<file path="src/rtl/crc_append.sv">
// crc_append: serial USB CRC5/CRC16 generator and appender feeding the bit stuffer.
// Define PID_CHECK_EN to add the pid_err output (PID check-nibble mismatch flag).
module crc_append #(
  parameter int PID_BITS = 8
) (
  input  logic       clk,
  input  logic       rst_b,
  input  logic       bstr_in,
  input  logic       bstr_in_ready,
  input  logic       pkt_start,
  input  logic       pkt_end,
  input  logic [1:0] crc_type,
  input  logic       stall_in,
  output logic       stall_out,
  output logic       bstr_out,
  output logic       bstr_out_ready,
  output logic       busy
`ifdef PID_CHECK_EN
  ,
  output logic       pid_err
`endif
);

  localparam int MAX_CNT = (PID_BITS > 16) ? PID_BITS : 16;
  localparam int CNT_W   = $clog2(MAX_CNT + 1);
  localparam logic [CNT_W-1:0] PID_LAST  = CNT_W'(PID_BITS);
  localparam logic [CNT_W-1:0] LEN_CRC5  = CNT_W'(5);
  localparam logic [CNT_W-1:0] LEN_CRC16 = CNT_W'(16);
  localparam logic [CNT_W-1:0] CNT_ONE   = CNT_W'(1);

  typedef enum logic [1:0] {
    IDLE    = 2'd0,
    PID     = 2'd1,
    DATA    = 2'd2,
    CRC_OUT = 2'd3
  } state_t;

  state_t           state, state_nxt;
  logic [15:0]      crc, crc_nxt;
  logic [1:0]       ctype, ctype_nxt;
  logic [CNT_W-1:0] bit_cnt, cnt_nxt;
  logic             out_bit, out_bit_nxt;
  logic             out_rdy, out_rdy_nxt;
  logic             busy_nxt;
  logic             accept;
  logic             crc_msb;

  // CRC5 lives in crc[4:0]; upper bits are kept zero so the register compares cleanly.
  function automatic logic [15:0] crc_step(input logic [15:0] c, input logic b,
                                           input logic [1:0] t);
    logic [15:0] r;
    logic        fb;
    r  = c;
    fb = 1'b0;
    case (t)
      2'b01: begin
        fb = b ^ c[4];
        r  = {11'd0, c[3:0], 1'b0} ^ (fb ? 16'h0005 : 16'h0000);
      end
      2'b10: begin
        fb = b ^ c[15];
        r  = {c[14:0], 1'b0} ^ (fb ? 16'h8005 : 16'h0000);
      end
      default: r = c;
    endcase
    return r;
  endfunction

  function automatic logic has_crc(input logic [1:0] t);
    return (t == 2'b01) || (t == 2'b10);
  endfunction

  assign stall_out      = stall_in | (state == CRC_OUT);
  assign accept         = bstr_in_ready & ~stall_out;
  assign crc_msb        = (ctype == 2'b01) ? crc[4] : crc[15];
  assign bstr_out       = out_bit;
  assign bstr_out_ready = out_rdy;

  always_ff @(posedge clk or negedge rst_b) begin
    if (!rst_b) begin
      state   <= IDLE;
      crc     <= 16'hFFFF;
      ctype   <= 2'b00;
      bit_cnt <= '0;
      out_bit <= 1'b0;
      out_rdy <= 1'b0;
      busy    <= 1'b0;
    end else begin
      state   <= state_nxt;
      crc     <= crc_nxt;
      ctype   <= ctype_nxt;
      bit_cnt <= cnt_nxt;
      out_bit <= out_bit_nxt;
      out_rdy <= out_rdy_nxt;
      busy    <= busy_nxt;
    end
  end

  always_comb begin
    state_nxt   = state;
    crc_nxt     = crc;
    ctype_nxt   = ctype;
    cnt_nxt     = bit_cnt;
    out_bit_nxt = out_bit;
    out_rdy_nxt = out_rdy;
    if (!stall_in) begin
      out_rdy_nxt = 1'b0;
      if (state == CRC_OUT) begin
        // bit_cnt counts down the remaining CRC bits
        out_bit_nxt = ~crc_msb;
        out_rdy_nxt = 1'b1;
        crc_nxt     = {crc[14:0], 1'b0};
        cnt_nxt     = bit_cnt - CNT_ONE;
        if (bit_cnt == CNT_ONE) begin
          state_nxt = IDLE;
        end
      end else if (accept) begin
        out_bit_nxt = bstr_in;
        out_rdy_nxt = 1'b1;
        if (pkt_start) begin
          ctype_nxt = crc_type;
          crc_nxt   = (crc_type == 2'b01) ? 16'h001F : 16'hFFFF;
          cnt_nxt   = CNT_ONE;
          state_nxt = (PID_BITS <= 1) ? DATA : PID;
        end else if (state == PID) begin
          cnt_nxt = bit_cnt + CNT_ONE;
          if (cnt_nxt == PID_LAST) begin
            state_nxt = DATA;
          end
        end else if (state == DATA) begin
          crc_nxt = crc_step(crc, bstr_in, ctype);
        end
        // pkt_end only matters inside a packet, including one starting on this bit
        if (pkt_end && (state_nxt != IDLE)) begin
          if (has_crc(ctype_nxt)) begin
            state_nxt = CRC_OUT;
            cnt_nxt   = (ctype_nxt == 2'b01) ? LEN_CRC5 : LEN_CRC16;
          end else begin
            state_nxt = IDLE;
          end
        end
      end
    end
    // busy stays up while the final bit of a packet is still on bstr_out
    busy_nxt = stall_in ? busy : ((state != IDLE) || (state_nxt != IDLE));
  end

`ifdef PID_CHECK_EN
  logic [7:0] pid_sr, pid_full;
  logic       pid_shift, pid_last, pid_bad;

  assign pid_full  = {bstr_in, pid_sr[7:1]};
  assign pid_shift = accept & (pkt_start | (state == PID));
  assign pid_last  = accept & ~pkt_start & (state == PID) & ((bit_cnt + CNT_ONE) == PID_LAST);
  assign pid_bad   = (pid_full[7:4] != ~pid_full[3:0]);

  always_ff @(posedge clk or negedge rst_b) begin
    if (!rst_b) begin
      pid_sr  <= 8'h00;
      pid_err <= 1'b0;
    end else begin
      if (pid_shift) begin
        pid_sr <= pid_full;
      end
      if (accept && pkt_start) begin
        pid_err <= 1'b0;
      end else if (pid_last && pid_bad) begin
        pid_err <= 1'b1;
      end
    end
  end
`endif

endmodule
</file>
<file path="config.mk">
export PLATFORM = sky130hd
export DESIGN_NAME = crc_append
export DESIGN_NICKNAME = d
export VERILOG_FILES = /design/src/rtl/crc_append.sv
export SDC_FILE = /design/constraint.sdc
export NUM_CORES = 1
export LEC_CHECK = 0
export CORE_AREA = 2 2 61 63
export CTS_BUF_LIST = sky130_fd_sc_hd__clkbuf_16
export DETAILED_ROUTE_END_ITERATION = 6
export DIE_AREA = 0 0 63 65
export GPL_TIMING_DRIVEN = 0
export PLACE_DENSITY = 0.72
export SLEW_MARGIN = 5
export SYNTH_ARGS = -nofsm -noshare
export SYNTH_HDL_FRONTEND = slang
export SYNTH_SLANG_ARGS = --single-unit
</file>
<file path="constraint.sdc">
create_clock -name clk -period 5.65 [get_ports clk]
set_clock_uncertainty 0.1 [all_clocks]
set_input_delay 1.4125 -clock clk [delete_from_list [all_inputs] [get_ports clk]]
set_output_delay 1.4125 -clock clk [all_outputs]
set_load 0.02 [all_outputs]
</file>
==> flow_summary.toml <==
[outcome]
status = "complete, no violations"

[cells_and_area]
final_net_count = 238
fillerInstances = 329
final_util = 0.588
layout-drive-gt1-share = 0.171
syn_to_final_growth_pct = 15.4
stdcell_area_mm2 = 0.00206
n_antenna_cell = 0
instances_no_fill = 270

[critical_path]
cp_slowest_cell = "clkdlybuf4s50_1"
path_max_fanout = 10
timing.critical_path.from_type = "input pin"
cp.arrival_ps = 3040
crit_path_frequent_cell = "clkdlybuf4s50_1"
max_stage_delay_ps = 600
cp.required_ps = 4140
end_kind = "primary output"
critPathKind = "input pin to primary output"
r2r_setup_slack_ps = 3490
path_cells = "clkdlybuf4s50_1 > clkbuf_1 > nand2b_1 > clkdlybuf4s50_1"

[cts]
path_clk_slew_ps = 70
ctsHoldBuffers = 0
cts_setup_buffers = 0
clkLatencyLatePin_ps = 270
clk_path_buf_depth = 2
tritoncts = "done"
cts_sinks = 28
htreeDepth = 1
cts.repair.resized = 0
cts_root_buf = "clkbuf_16"
cts_made_buffers = 3

[timing]
fin_tns_setup_ps = 0
slew_violations = 0
finalCriticalPeriod_ps = 4560
hold_viol_final = 0
rsz0062_at_grt = "false"
slew_headroom = 0.597
tightest_slew_ps = 604
fin_ws_ps = 1090
fmax_mhz = 219
hold_slack_ps = 370
fin_crit_sh = 0.807
setup_viol = 0

[global_route]
grt_max_degree = 29
grtUsageTotal = 0.211
grt.overflow.total = 0
grt_pass1_wl_um = 6860
grt_pass1_vias = 1408
antenna_found_initial = 0

[detailed_routing]
drt-initial-drc-count = 84
drc = 0
via_per_inst = 5.62
drtAntennaViolNets = 0
post_drt_wl_per_cell_um = 14.7
num_vias = 1518
first_pass_iters = 4
wl_um = 3960

[synthesis]
synth_cells = 206
avgSynthCellArea_um2 = 8.65
syn-cell-area_mm2 = 0.00178
yosys_register_bits = 28
ys_seq_area_frac = 0.404
synth_cell_types = 46
ys_warn_count = 0
async_reset_ff_frac = 1.00
yosys.area.top_type = "dfstp_2"
yosys.area.top_type_share = 0.236
synth_edf_count = 0
ys.flop_type = "dfstp_2"
synth.net_count = 221
netlist_top_cells_area = "dfstp_2 24%, dfrtp_1 17%, nor2_1 4.8%"

[die]
ios = 13
rows = 22
dieArea_mm2 = 0.00410
fp.dieW_um = 63
floorplan.initialDensity = 0.510
core_area_mm2 = 0.00350
die_height_um = 65

[power]
vdd_drop_max_uv = 217
total_power_mw = 1.14
power_leakage_nw = 0.864
pwr_density_cell_mw_per_mm2 = 554

[flow_run]
maxCapViolCount = 0

[placed_design]
dpl_cell_area_mm2 = 0.00196
gp_congestion = 0.915
hpwl_um = 2780
place_ws_ps = 1100
io_buffer_count = 12
placed_cells = 266

[hold_path]
hp-class = "flip-flop to flip-flop"
worst max-delay path, delay by kind of cell:
kind,cells,cell delay [ps]
buf+inv,3,1470
simple gates,1,170
placed cells by master (no fill, tap or decap), drive strengths merged, types with 5 or more instances in the layout:
cell / netlist / final
a21oi: 17 / 17
a31oi: 5 / 5
buf: 13 / 14
clkbuf: 1 / 5
clkdlybuf4s50: 0 / 11
dfrtp: 12 / 12
dfstp: 16 / 16
ha: 6 / 6
inv: 10 / 10
mux2i: 5 / 5
nand2: 22 / 22
nand2b: 6 / 6
nor2: 23 / 23
nor3: 7 / 7
o21ai: 17 / 17
layout make-up:
cell class | count | area, um^2 | area share
multi-input combinational | 154 | 935 | 0.454
sequential | 28 | 721 | 0.350
timing repair buffer | 12 | 115 | 0.0560
clock buffer | 4 | 100 | 0.0487
buffer | 14 | 88.8 | 0.0432
tap | 48 | 60.1 | 0.0292
inverter | 10 | 37.5 | 0.0182
where the power goes:
| group | internal, mW | switching [mW] |
|---|---|---|
| logic | 0.238 | 0.306 |
| clock network | 0.123 | 0.0715 |
| registers | 0.332 | 0.0686 |
| total | 0.693 | 0.447 |
cell families (layout without fill, tap and decap cells):
logic type / count (synthesis) / in the layout / synth area share
XOR/XNOR: 3 / 3 / 0.0147
multiplexers: 5 / 5 / 0.0281
flip-flops: 28 / 28 / 0.404
adder cells (fa/ha/maj): 6 / 6 / 0.0421
AND/OR/NAND/NOR: 78 / 78 / 0.215
buffers and inverters: 24 / 40 / 0.0709
AO/OA/AOI/OAI: 62 / 62 / 0.225
Yosys cell counts (all sizes together), types with 2 or more instances:
| library cell | count |
|---|---|
| a211oi | 4 |
| a21bo | 2 |
| a21o | 2 |
| a21oi | 17 |
| a31oi | 5 |
| a32oi | 2 |
| and2 | 3 |
| and3 | 2 |
| buf | 13 |
| dfrtp | 12 |
| dfstp | 16 |
| ha | 6 |
| inv | 10 |
| mux2i | 5 |
| nand2 | 22 |
| nand2b | 6 |
| nand3b | 4 |
| nor2 | 23 |
| nor2b | 2 |
| nor3 | 7 |
| nor3b | 2 |
| nor4 | 3 |
| o21a | 3 |
| o21ai | 17 |
| o31ai | 2 |
| xnor2 | 3 |
flip-flops by register name (all words and copies together) (netlist names):
register,flops
state,2
bstr_out_ready,1
crc,16
busy,1
ctype,2
bstr_out,1
bit_cnt,5
metal layers:
metal	GRT usage	wire length, um
met1	0.295	1950
met2	0.340	1840
met3	0.0243	105
met4	0.0722	57
met5	0	0
final timing paths:
| kind | from | to | cells past startpoint |
|---|---|---|---|
| setup / recovery | stall_in | stall_out | 4 |
| max in group asynchronous | rst_b | bit_cnt[2] | 1 |
| hold / removal | crc[5] | crc[6] | 2 |
| hold reg to reg | crc[5] | crc[6] | 2 |
| setup reg to reg | ctype[0] | bit_cnt[0] | 7 |
| min in group asynchronous | rst_b | bit_cnt[0] | 1 |
(Power assumes the default switching activity.)
